`config.mk`:
```
export PLATFORM = sky130hd
export DESIGN_NAME = branch_resolve
export DESIGN_NICKNAME = d
export VERILOG_FILES = /design/src/rtl/branch_resolve_pkg.sv /design/src/rtl/branch_upd_fifo.sv /design/src/rtl/branch_resolve.sv
export SDC_FILE = /design/constraint.sdc
export NUM_CORES = 1
export LEC_CHECK = 0
export BUFFER_PORTS_ARGS = -buffer_cell sky130_fd_sc_hd__buf_4
export CORE_MARGIN = 2
export CORE_UTILIZATION = 61
export DETAILED_ROUTE_END_ITERATION = 12
export HOLD_SLACK_MARGIN = 0.1
export PLACE_DENSITY = 0.88
export SLEW_MARGIN = 20
export SYNTH_ARGS = -nofsm -noshare
export SYNTH_HDL_FRONTEND = slang
export SYNTH_HIERARCHICAL = 1
export SYNTH_SLANG_ARGS = --single-unit
```
`constraint.sdc`:
```
create_clock -name clk -period 14.2 [get_ports clk]
set_clock_uncertainty 0.15 [all_clocks]
set_input_delay 0.71 -clock clk [delete_from_list [all_inputs] [get_ports clk]]
set_output_delay 0.71 -clock clk [all_outputs]
set_load 0.02 [all_outputs]
```
`src/rtl/branch_resolve_pkg.sv`:
```
// Shared definitions for the branch resolution unit: opcodes, predictor-update
// kinds and the update-queue entry layout.
package branch_resolve_pkg;

  localparam logic [3:0] OP_JIRL = 4'b0011;
  localparam logic [3:0] OP_B    = 4'b0100;
  localparam logic [3:0] OP_BL   = 4'b0101;
  localparam logic [3:0] OP_BEQ  = 4'b0110;
  localparam logic [3:0] OP_BNE  = 4'b0111;
  localparam logic [3:0] OP_BLT  = 4'b1000;
  localparam logic [3:0] OP_BGE  = 4'b1001;
  localparam logic [3:0] OP_BLTU = 4'b1010;
  localparam logic [3:0] OP_BGEU = 4'b1011;

  localparam logic [1:0] KIND_COND     = 2'd0;
  localparam logic [1:0] KIND_DIRECT   = 2'd1;
  localparam logic [1:0] KIND_CALL     = 2'd2;
  localparam logic [1:0] KIND_INDIRECT = 2'd3;

  // Entry layout at the default address width; the top module keeps the same
  // field order {pc, target, taken, kind} for any ADDR_WIDTH.
  localparam int BR_ADDR_WIDTH = 32;

  typedef struct packed {
    logic [BR_ADDR_WIDTH-1:0] pc;
    logic [BR_ADDR_WIDTH-1:0] target;
    logic                     taken;
    logic [1:0]               kind;
  } upd_entry_t;

endpackage

```
`src/rtl/branch_upd_fifo.sv`:
```
// Predictor-update FIFO: extra-bit pointers for full/empty, registered count,
// head forced to zero while empty.
module branch_upd_fifo #(
  parameter int WIDTH = 8,
  parameter int DEPTH = 4
) (
  input  logic                     clk,
  input  logic                     rst,
  input  logic                     push,
  input  logic [WIDTH-1:0]         push_data,
  input  logic                     pop,
  output logic                     head_valid,
  output logic [WIDTH-1:0]         head_data,
  output logic [$clog2(DEPTH):0]   count
);

  localparam int PW = $clog2(DEPTH);
  localparam logic [PW:0] PTR_ONE = {{PW{1'b0}}, 1'b1};
  localparam logic [PW:0] COUNT_FULL = DEPTH[PW:0];

  logic [PW:0]      wr_ptr;
  logic [PW:0]      rd_ptr;
  logic [WIDTH-1:0] mem [DEPTH];
  logic             push_en;
  logic             pop_en;
  logic             full;

  assign full       = (wr_ptr[PW] != rd_ptr[PW]) && (wr_ptr[PW-1:0] == rd_ptr[PW-1:0]);
  assign head_valid = (wr_ptr != rd_ptr);
  assign push_en    = push && !full;
  assign pop_en     = pop && head_valid;
  assign head_data  = head_valid ? mem[rd_ptr[PW-1:0]] : {WIDTH{1'b0}};

  // Pointer and occupancy bookkeeping.
  always_ff @(posedge clk) begin
    if (rst) begin
      wr_ptr <= {(PW+1){1'b0}};
      rd_ptr <= {(PW+1){1'b0}};
      count  <= {(PW+1){1'b0}};
    end else begin
      if (push_en) begin
        wr_ptr <= wr_ptr + PTR_ONE;
      end
      if (pop_en) begin
        rd_ptr <= rd_ptr + PTR_ONE;
      end
      case ({push_en, pop_en})
        2'b10:   count <= (count < COUNT_FULL) ? count + PTR_ONE : count;
        2'b01:   count <= count - PTR_ONE;
        default: count <= count;
      endcase
    end
  end

  // Storage is not reset; the head is masked while the queue is empty.
  always_ff @(posedge clk) begin
    if (push_en) begin
      mem[wr_ptr[PW-1:0]] <= push_data;
    end
  end

endmodule

```
`src/rtl/branch_resolve.sv`:
```
// Execute-stage branch resolution with registered results and an in-order
// predictor-update queue. Optional counters: BRANCH_RESOLVE_PERF_EN.
module branch_resolve
  import branch_resolve_pkg::*;
#(
  parameter int ADDR_WIDTH = 32,
  parameter int UPD_DEPTH  = 4
) (
  input  logic                  clk,
  input  logic                  rst,
  input  logic                  in_valid,
  output logic                  in_ready,
  input  logic                  in_kill,
  input  logic [ADDR_WIDTH-1:0] in_pc,
  input  logic [ADDR_WIDTH-1:0] in_pc_next,
  input  logic [3:0]            in_op,
  input  logic [4:0]            in_rd,
  input  logic [ADDR_WIDTH-1:0] in_sr0,
  input  logic [ADDR_WIDTH-1:0] in_sr1,
  input  logic [ADDR_WIDTH-1:0] in_imm,
  input  logic [1:0]            in_category,
  output logic                  out_valid,
  output logic                  out_rd_en,
  output logic [4:0]            out_rd_addr,
  output logic [ADDR_WIDTH-1:0] out_rd_data,
  output logic                  out_taken,
  output logic [ADDR_WIDTH-1:0] out_target,
  output logic                  out_flush,
  output logic [1:0]            out_category,
  output logic                  upd_valid,
  input  logic                  upd_ready,
  output logic [ADDR_WIDTH-1:0] upd_pc,
  output logic [ADDR_WIDTH-1:0] upd_target,
  output logic                  upd_taken,
  output logic [1:0]            upd_kind
`ifdef BRANCH_RESOLVE_PERF_EN
  ,
  output logic [31:0]           perf_branches,
  output logic [31:0]           perf_mispredicts
`endif
);

  localparam int ENTRY_W = 2 * ADDR_WIDTH + ($bits(upd_entry_t) - 2 * BR_ADDR_WIDTH);
  localparam int CW = $clog2(UPD_DEPTH) + 1;
  localparam logic [CW-1:0] COUNT_FULL = UPD_DEPTH[CW-1:0];

  logic [ADDR_WIDTH-1:0] pc_plus4;
  logic [ADDR_WIDTH-1:0] offset;
  logic [ADDR_WIDTH-1:0] target;
  logic                  taken;
  logic                  is_jirl;
  logic                  valid_op;
  logic                  link;
  logic [4:0]            link_addr;
  logic [1:0]            kind;
  logic                  accept;
  logic                  push;
  logic [CW-1:0]         upd_count;
  logic [ENTRY_W-1:0]    head_data;

  assign pc_plus4 = in_pc + {{(ADDR_WIDTH-3){1'b0}}, 3'd4};
  assign offset   = {in_imm[ADDR_WIDTH-3:0], 2'b00};
  assign in_ready = (upd_count < COUNT_FULL);
  assign accept   = in_valid && in_ready && !in_kill;
  assign push     = accept && valid_op;

  // Decode direction, link and predictor kind from the opcode.
  always_comb begin
    taken     = 1'b0;
    is_jirl   = 1'b0;
    valid_op  = 1'b1;
    link      = 1'b0;
    link_addr = 5'd0;
    kind      = KIND_COND;
    case (in_op)
      OP_JIRL: begin
        taken     = 1'b1;
        is_jirl   = 1'b1;
        link      = (in_rd != 5'd0);
        link_addr = in_rd;
        kind      = (in_rd == 5'd1) ? KIND_CALL : KIND_INDIRECT;
      end
      OP_B: begin
        taken = 1'b1;
        kind  = KIND_DIRECT;
      end
      OP_BL: begin
        taken     = 1'b1;
        link      = 1'b1;
        link_addr = 5'd1;
        kind      = KIND_CALL;
      end
      OP_BEQ:  taken = (in_sr0 == in_sr1);
      OP_BNE:  taken = (in_sr0 != in_sr1);
      OP_BLT:  taken = ($signed(in_sr0) < $signed(in_sr1));
      OP_BGE:  taken = ($signed(in_sr0) >= $signed(in_sr1));
      OP_BLTU: taken = (in_sr0 < in_sr1);
      OP_BGEU: taken = (in_sr0 >= in_sr1);
      default: valid_op = 1'b0;
    endcase
  end

  // Resolved next pc; all sums wrap at the address width.
  always_comb begin
    target = pc_plus4;
    if (!taken) begin
      target = pc_plus4;
    end else if (is_jirl) begin
      target = in_sr1 + offset;
    end else begin
      target = in_pc + offset;
    end
  end

  // Result register: one-cycle pulse, enables gated, data held otherwise.
  always_ff @(posedge clk) begin
    if (rst) begin
      out_valid    <= 1'b0;
      out_rd_en    <= 1'b0;
      out_rd_addr  <= 5'd0;
      out_rd_data  <= {ADDR_WIDTH{1'b0}};
      out_taken    <= 1'b0;
      out_target   <= {ADDR_WIDTH{1'b0}};
      out_flush    <= 1'b0;
      out_category <= 2'd0;
    end else if (accept) begin
      out_valid    <= 1'b1;
      out_rd_en    <= link;
      out_rd_addr  <= link_addr;
      out_rd_data  <= pc_plus4;
      out_taken    <= taken;
      out_target   <= target;
      out_flush    <= (target != in_pc_next);
      out_category <= in_category;
    end else begin
      out_valid <= 1'b0;
      out_rd_en <= 1'b0;
      out_flush <= 1'b0;
    end
  end

  branch_upd_fifo #(
    .WIDTH (ENTRY_W),
    .DEPTH (UPD_DEPTH)
  ) u_upd_fifo (
    .clk        (clk),
    .rst        (rst),
    .push       (push),
    .push_data  ({in_pc, target, taken, kind}),
    .pop        (upd_ready),
    .head_valid (upd_valid),
    .head_data  (head_data),
    .count      (upd_count)
  );

  assign {upd_pc, upd_target, upd_taken, upd_kind} = head_data;

`ifdef BRANCH_RESOLVE_PERF_EN
  // Event counters, wrapping at 32 bits.
  always_ff @(posedge clk) begin
    if (rst) begin
      perf_branches    <= 32'd0;
      perf_mispredicts <= 32'd0;
    end else begin
      if (push) begin
        perf_branches <= perf_branches + 32'd1;
      end
      if (out_flush) begin
        perf_mispredicts <= perf_mispredicts + 32'd1;
      end
    end
  end
`endif

endmodule

```
; ---- Word level (Yosys, flattened, before mapping)
; Memories as Yosys holds them, arrays and structs flattened. A register that Yosys moved wholly into a read port is not among the register bits.
; Cells that the tools add are included.
[classes]
n_shift = 0
n_eq_ne = 19
muxes = 17
div_mod_pow = 0
n_mul = 0
n_addsub = 7
n_lt_le_gt_ge = 5
bitwise = 1
n_reduce_logical = 14
[ops]
columns = cell, n
row1 = 67-bit two-way mux, 1
row2 = 32-bit adder, 2
row3 = 32-bit >= comparator, 2
row4 = 32-bit < comparator, 2
row5 = 32-bit two-way mux, 2
row6 = 32-bit inequality test, 2
row7 = "32-bit by 3-bit adder with 32-bit output, second input constant", 1
row8 = 32-bit == test, 1
row9 = "4-bit by 3-bit == test with 1-bit output, second input constant", 4
row10 = "4-bit == test, second input constant", 4
row11 = 5-bit case mux with 2 select lines, 1
row12 = "3-bit by 1-bit adder with 3-bit output, second input constant", 3
row13 = 9-bit OR reduction, 1
row14 = 1-bit case mux with 7 select lines, 1
row15 = 1-bit logical AND, 6
row16 = 1-bit two-way mux, 6
row17 = 2-bit case mux with 3 select lines, 1
row18 = 3-bit case mux with 2 select lines, 1
row19 = "5-bit by 1-bit == test with 1-bit output, second input constant", 1
row20 = 5-bit nonzero test, 1
row21 = "4-bit by 2-bit == test with 1-bit output, second input constant", 1
row22 = 2-bit two-way mux, 2
row23 = "3-bit < comparator, second input constant", 1
row24 = 3-bit two-way mux, 1
row25 = other kinds (14), 15
[totals]
register_bits = 84
ram_bits = 268
mem_bits_ro = 0
in_bits = 176
elab_cells = 75
n_memories = 1
latchBits = 0
output_inout_bits = 144
[memory_table]
columns = name, words, width, read_ports, rd_ports_with_merged_regs, wr, line_no
row1 = u_upd_fifo.mem, 4, 67, 1, 1, 1, branch_upd_fifo.sv:23  ; logic [WIDTH-1:0] mem [DEPTH];

; ---- Logic depth before layout (Yosys ltp)
; Gate-level depths: netlist of the first run.
[depth]
word_depth = 8
mapped_depth = 20
ltp_nobuf = 16

; ---- Modules after synthesis
; The synthesis of the first run kept the hierarchy.
[modules_own_cells]
columns = module, seq_area_each_um2, cells_per_inst, instances, area_each_um2
row1 = branch_upd_fifo, 8267.9, 491, 1, 10719.0
row2 = branch_resolve, 1501.4, 941, 1, 7257.0

; ---- Worst setup path before layout of the first run
; OpenSTA, ideal clock, no wires.
[synth_path]
kind = input to register
startpoint = input in_op[0]
endpoint = register out_flush
path_stages = 20
n_path_buf = 4
slack_ps = 8564
required_ps = 13923
t_arrival_ps = 5360
path_cell_list = clkbuf_1 -> nor4bb_1 -> clkbuf_1 -> clkbuf_1 -> clkbuf_1 -> mux2_2 -> ha_1 -> inv_1 -> fa_1 -> nand2b_1 -> a211oi_1 -> nor2_1 -> o31ai_1 -> a2111oi_0 -> nor3_1 -> xor2_1 -> or3b_2 -> a32o_1 -> nor4_1 -> a31oi_1
[synth_via]
elab_chain_len = 5
word_cells_on_any_way = 15
[synth_rtl]
columns = element, line_no
row1 = from (decl), branch_resolve.sv:16  ; input logic [3:0] in_op,
row2 = 4-bit by 3-bit == test with 1-bit output / 4-bit by 2-bit == test with 1-bit output (equally long branches), branch_resolve.sv:75  ; case (in_op)
row3 = 3-bit OR reduction (no source line) / 1-bit two-way mux (equally long branches), --
row4 = 1-bit case mux with 7 select lines / 32-bit two-way mux (equally long branches), "branch_resolve.sv:75, branch_resolve.sv:108"
row5 = 32-bit two-way mux (*), branch_resolve.sv:106  ; if (!taken) begin
row6 = 32-bit inequality test (*), branch_resolve.sv:133  ; out_flush <= (target != in_pc_next);
row7 = to (signal assigned), branch_resolve.sv:133
row8 = to (decl), branch_resolve.sv:28  ; output logic out_flush,
; Every way passes the cells marked *; elsewhere a longest branch is shown, timed or not.
; A chain may end at the register's enable or synchronous reset.

; ---- Final worst setup path of the first run
; Ends and elaborated chain as after synthesis.

==> flow_summary.json, run 1 <==
{
  "antenna_found_initial": 3,
  "cp.arrival_ns": 5.75,
  "die_h_um": 176,
  "core_um2": 28900,
  "cts_tree": "built",
  "slew_viol_final": 0,
  "max_freq_mhz": 181,
  "first_iter_violations": 1285,
  "fin_nets": 1975,
  "max_stage_delay_ns": 0.85,
  "cts_buffer_depth": 3,
  "first_pass_iters": 6,
  "final_core_util_pct": 75.4,
  "grt_max_degree": 107,
  "leakagePower_nw": 8.35,
  "clock_latency_ns": 0.51,
  "required_ns": 14.44,
  "post-route-period-util_pct": 38.8,
  "cp-start-kind": "input port",
  "p_per_area_nw_per_um2": 126,
  "rsz0062_at_grt": "false",
  "min_path_type": "in2reg",
  "via_per_inst": 6.17,
  "portBuffers": 317,
  "ys_warn_count": 6,
  "cts_made_buffers": 36,
  "routedWlPerCell_um": 24.1,
  "maxSlewHeadroom_pct": 26.7,
  "clock-sinks": 354,
  "postCtsHoldBufs": 0,
  "tightest_slew_ns": 1.10,
  "synth_top_family_by_area": "multiplexers",
  "synth-edff-count": 268,
  "setup_viol": 0,
  "crit_type": "in2reg",
  "drc": 0,
  "endpoint_kind": "flip-flop",
  "cp_max_fo": 40,
  "dp_hpwl_um": 36700,
  "place_inst": 2076,
  "die_area_um2": 30900,
  "htreeDepth": 2,
  "floorplan.rows": 62,
  "synthMuxAreaShare_pct": 11.9,
  "cap_violations": 0,
  "grt_pass1_wl_um": 77100,
  "peakVddDrop_mv": 0.147,
  "finalHoldViolCount": 0,
  "postCtsSetupRepairBufs": 0,
  "async_flop_share_pct": 0,
  "cts-root-buf": "clkbuf_16",
  "vias": 13239,
  "synth_xor_area_share_pct": 5.35,
  "clk_pin_slew_ns": 0.06,
  "cpLargestDelayFamily": "compound AO/OA/AOI/OAI gates",
  "place_congestion": 0.972,
  "final_cells": 2144,
  "synth_simple_gate_area_share_pct": 11.8,
  "yosysSeqAreaShare_pct": 54.3,
  "start_util_pct": 62.3,
  "synthesis.area_um2": 18000,
  "synth_compound_area_share_pct": 8.68,
  "ys_ff_latch": 354,
  "whs_ns": 0.292,
  "cp_num_buf_inv": 3,
  "synthAdderAreaFrac_pct": 4.89,
  "synth-main-ff-cell": "edfxtp_1",
  "crit_path_top_delay_cell": "o311ai_1",
  "ant_nets": 0,
  "cts-resized-gates": 0,
  "syn_inst": 1432,
  "grt-ovfl-total": 0,
  "tns_ns": 0,
  "synth.distinct_cells": 85,
  "status": "finished, final reports clean",
  "pin_count": 320,
  "crit_chain": "buf_4, nor4bb_4, buf_4, mux2_2, ha_1, inv_1, fa_1, nand2b_1, a211oi_1, nor2_1, o311ai_1, a31oi_1, xnor3_1, and4bb_2, o21ai_0, nor4bb_1, a41o_1, a31oi_1",
  "drive_gt1_share_pct": 29.5,
  "wirelength_um": 51600,
  "synth_fp_nets": 1677,
  "avgSynthCellArea_um2": 12.6,
  "final_common_cell": "buf_4",
  "syn_to_final_growth_pct": 21.1,
  "track_usage_pct": 33.3,
  "layout_common_cells": "328 x buf_4, 268 x edfxtp_1, 122 x nor2_1",
  "die_x_um": 176,
  "grt_pass1_vias": 13111,
  "period_needed_ns": 5.51
}
-- layout make-up --
| class | count | area, um2 |
|---|---|---|
| clock inverter | 24 | 159 |
| sequential | 354 | 9770 |
| timing repair buffer | 329 | 2470 |
| fill | 1836 | 7090 |
| multi-input combinational | 947 | 7700 |
| antenna | 3 | 7.51 |
| inverter | 62 | 233 |
| clock buffer | 41 | 940 |
| tap | 384 | 480 |
-- kinds of logic (layout without fill, tap and decap cells) --
logic type      Yosys count  count (layout)
compound gates          229             229
xor+xnor                105             105
fa+ha+maj                69              69
buf+inv                 131             456
flops                   354             354
mux                     124             124
other cells               0               3
simple gates            420             420
-- worst paths after layout --
kind | endpoint | slack (ns) | start | cells after the start
max reg2reg | u_upd_fifo/mem[0][56] | 10.34 | u_upd_fifo/count[2] | 8
max | out_flush | 8.69 | in_op[0] | 18
min | u_upd_fifo/mem[3][62] | 0.29 | in_pc[27] | 1
min reg2reg | out_rd_addr[1] | 0.30 | out_rd_addr[1] | 2
-- Yosys cell counts (all sizes together) (3+ instances only) --
| master | number | share of area, % |
|---|---|---|
| buf | 22 | 0.74 |
| xor2 | 51 | 2.5 |
| clkbuf | 47 | 0.98 |
| a211oi | 43 | 1.8 |
| mux4 | 67 | 8.4 |
| nor4 | 10 | 0.42 |
| a31oi | 8 | 0.31 |
| nand4 | 25 | 0.90 |
| and2 | 75 | 2.6 |
| o21bai | 4 | 0.17 |
| and4 | 3 | 0.15 |
| a211o | 3 | 0.15 |
| nor2 | 123 | 2.6 |
| a21oi | 71 | 2.0 |
| nand2b | 8 | 0.28 |
| dfxtp | 86 | 9.6 |
| a21o | 13 | 0.55 |
| inv | 62 | 1.3 |
| a2111oi | 8 | 0.42 |
| and3 | 8 | 0.28 |
| mux2i | 22 | 1.2 |
| edfxtp | 268 | 45 |
| o21ai | 26 | 0.72 |
| mux2 | 35 | 2.3 |
| o31ai | 6 | 0.28 |
| or3 | 6 | 0.21 |
| o211ai | 9 | 0.40 |
| nand2 | 75 | 1.6 |
| ha | 67 | 4.7 |
| nand3 | 33 | 0.92 |
| nor2b | 4 | 0.18 |
| or2 | 6 | 0.21 |
| xnor2 | 51 | 2.5 |
| nor3 | 32 | 0.89 |
| o21a | 8 | 0.33 |
| o22ai | 3 | 0.10 |
-- routing by layer --
layer	global-route usage [%]	vias up	wire (um)
met5	0	-	0
met4	10.9	0	1800
met3	6.54	103	4540
met2	56.2	679	25400
met1	43.6	6486	19800
li1	-	5971	-
-- metrics by stage --
stage | setup WS, ns | power (W) | area [um2]
after floorplan | 8.56 | 0.00161 | 18000
after global placement | 8.42 | 0.00185 | 20700
after detailed placement | 8.35 | 0.00187 | 20700
after CTS | 8.86 | 0.00274 | 21800
after global routing | 8.51 | 0.00283 | 21800
final | 8.69 | 0.00274 | 21800
-- where the power goes --
part,leakage (nW),switching [W],internal [W]
Clock,0.545,0.000384,0.000496
Sequential,3.13,0.0000262,0.00117
Combinational,4.67,0.000386,0.000279
-- worst reg2reg max path, delay by kind of cell, from the launching register on --
family,cells,cell delay (ns)
compound gates,2,1.16
buf+inv,4,1.43
flops,1,0.34
simple gates,2,0.32
-- sequential cells by signal (all words and copies together), names as in the netlist, named ones only --
name	flops
out_target	32
out_rd_addr	5
out_rd_data	32
u_upd_fifo/count	3
out_taken	1
out_flush	1
u_upd_fifo/wr_ptr	3
u_upd_fifo/rd_ptr	3
u_upd_fifo/mem	268
out_valid	1
out_rd_en	1
out_category	2
(Power assumes the default switching activity.)
==> run 2, diff against run 1 <==
--- a/config.mk
+++ b/config.mk
@@ -7,10 +7,10 @@
 export LEC_CHECK = 0
 export BUFFER_PORTS_ARGS = -buffer_cell sky130_fd_sc_hd__buf_4
 export CORE_MARGIN = 2
-export CORE_UTILIZATION = 61
+export CORE_UTILIZATION = 57
 export DETAILED_ROUTE_END_ITERATION = 12
 export HOLD_SLACK_MARGIN = 0.1
-export PLACE_DENSITY = 0.88
+export PLACE_DENSITY = 0.83
 export SLEW_MARGIN = 20
 export SYNTH_ARGS = -nofsm -noshare
 export SYNTH_HDL_FRONTEND = slang
==> constraint.sdc (replaced) <==
create_clock -name clk -period 5.29 [get_ports clk]
set_clock_uncertainty 0.15 [all_clocks]
set_input_delay 0.2645 -clock clk [delete_from_list [all_inputs] [get_ports clk]]
set_output_delay 0.2645 -clock clk [all_outputs]
set_load 0.02 [all_outputs]
==> flow_summary.json, run 2 (synthesis gave the netlist of run 1 again) <==
{
  "status": "finished, final reports clean",
  "reg2reg_depth": 7,
  "leakagePower_nw": 8.67,
  "hp-start": "in_sr1[0]",
  "die_x_um": 182,
  "cts-root-buf": "clkbuf_16",
  "ant_nets": 0,
  "pin_count": 320,
  "htreeDepth": 2,
  "drt-met1-wl_um": 20900,
  "cp_max_fo": 15,
  "crit_type": "in2reg",
  "finalHoldViolCount": 0,
  "grt_pass1_vias": 13429,
  "clock_latency_ns": 0.53,
  "dp_hpwl_um": 37100,
  "place_congestion": 0.921,
  "slew_viol_final": 0,
  "grt_max_degree": 84,
  "layout_common_cells": "343 x buf_4, 268 x edfxtp_1, 122 x nor2_1",
  "crit_chain": "dlygate4sd3_1, buf_4, nor4bb_4, buf_4, mux2_2, ha_1, a21oi_1, o21ai_0, o22ai_1, a21oi_1, o21ai_0, xnor2_1, or3b_2, a32o_1, nor4_1, a31oi_1",
  "first_iter_violations": 1529,
  "largest_reg_flops": 268,
  "r2r_slack_ns": 1.74,
  "cp.arrival_ns": 5.24,
  "track_usage_pct": 32.1,
  "wirelength_um": 52700,
  "cp_num_buf_inv": 3,
  "worstSetupStartpoint": "in_op[3]",
  "first_pass_iters": 5,
  "drc": 0,
  "start_util_pct": 57.4,
  "crit_path_top_delay_cell": "dlygate4sd3_1",
  "fin_nets": 2041,
  "path_depth": 16,
  "clk_pin_slew_ns": 0.06,
  "post-route-period-util_pct": 94.2,
  "die_h_um": 182,
  "wl_met2_um": 25500,
  "fin_ws_ns": 0.309,
  "cts_made_buffers": 37,
  "cpLargestDelayFamily": "compound AO/OA/AOI/OAI gates",
  "endpoint_kind": "flip-flop",
  "pre_cts_ws_ns": 0.289,
  "cap_violations": 0,
  "vias": 13527,
  "crit-reg2reg-capture": "u_upd_fifo/mem[0][56]",
  "routedWlPerCell_um": 23.6,
  "period_needed_ns": 4.98,
  "grt-ovfl-total": 0,
  "whs_ns": 0.122,
  "via_per_inst": 6.07,
  "die_area_um2": 33000,
  "max_freq_mhz": 201,
  "max_stage_delay_ns": 0.56,
  "min_path_type": "in2reg",
  "tightest_slew_ns": 1.08,
  "cp-start-kind": "input port",
  "grt_pass1_wl_um": 79400,
  "tns_ns": 0,
  "rsz0062_at_grt": "false",
  "setup_viol": 0,
  "peakVddDrop_mv": 0.290,
  "antenna_found_initial": 7,
  "final_common_cell": "buf_4",
  "cts_tree": "built",
  "met3_length_um": 4470,
  "floorplan.rows": 65,
  "top_layer": "met5",
  "portBuffers": 317,
  "maxSlewHeadroom_pct": 27.7,
  "drive_gt1_share_pct": 29.3,
  "cts_buffer_depth": 3,
  "clock-sinks": 354,
  "required_ns": 5.54,
  "cp-endpoint": "out_flush",
  "reg2reg_from": "u_upd_fifo/count[2]",
  "core_um2": 31300,
  "p_per_area_nw_per_um2": 335,
  "syn_to_final_growth_pct": 25.4
}
run 2: cell types whose count changed in the layout (fill, tap and decap cells not counted), sizes merged:
| cell | before | now |
|---|---|---|
| buf | 329 | 346 |
| bufinv | 1 | 2 |
| clkbuf | 41 | 51 |
| clkinv | 21 | 11 |
| diode | 3 | 4 |
| dlygate4sd3 | 0 | 48 |
| inv | 63 | 64 |
run 2: layout make-up:
type,instances,area (um2)
inverters,62,233
well taps,402,503
clock buffers,51,1010
multi-input cells,947,7720
flip-flops and latches,354,9780
fillers,2067,8770
diodes,4,10.0
clock inverters,16,171
repair buffers,394,3120
run 2: stage by stage:
| step | area (um2) | cells | util (%) | power [W] |
|---|---|---|---|---|
| after floorplan | 18000 | 1432 | - | 0.00433 |
| after global placement | 20800 | 2111 | 66.6 | 0.00501 |
| after detailed placement | 20800 | 2111 | 66.6 | 0.00504 |
| after CTS | 22500 | 2226 | 71.9 | 0.00757 |
| after global routing | 22500 | 2228 | 72.0 | 0.00783 |
| final | 22500 | 2230 | 72.0 | 0.00755 |
run 2: worst register-to-register path: stages (launching register included):
cell      delay [ns]
dfxtp_1         0.33
inv_1           0.15
nand3_2         0.21
a211oi_1        0.67
inv_1           0.16
a31oi_2         0.35
and2_2          0.79
buf_12          0.37
run 2: worst min path at each step:
stage                            to  slack (ns)  depth (start not counted)
2_1_floorplan        out_rd_data[2]        0.21                          1
3_3_place_gp         out_rd_addr[2]        0.29                          2
3_5_place_dp         out_rd_addr[2]        0.30                          2
4_1_cts        u_upd_fifo/mem[1][3]        0.10                          3
5_1_grt        u_upd_fifo/mem[0][3]        0.12                          3
6_report       u_upd_fifo/mem[3][3]        0.12                          3
run 2: where the power goes:
part | switching [W] | internal, W | total (W)
clock network | 0.00105 | 0.00145 | 0.00251
logic | 0.00105 | 0.000793 | 0.00185
registers | 0.0000695 | 0.00313 | 0.00320
run 2: per-layer routing:
layer	GRT usage, %	vias up
met4	10.9	4
met5	0	-
met1	43.4	6601
li1	-	6110
met3	5.27	123
met2	53.2	689
run 2: repair_timing:
item                                    4_1_cts  5_1_grt
gates resized for setup                       0        5
endpoints found under the hold margin       156        0
endpoints found under the setup margin        0        1
buffers inserted                              0        0
hold buffers                                 48        0
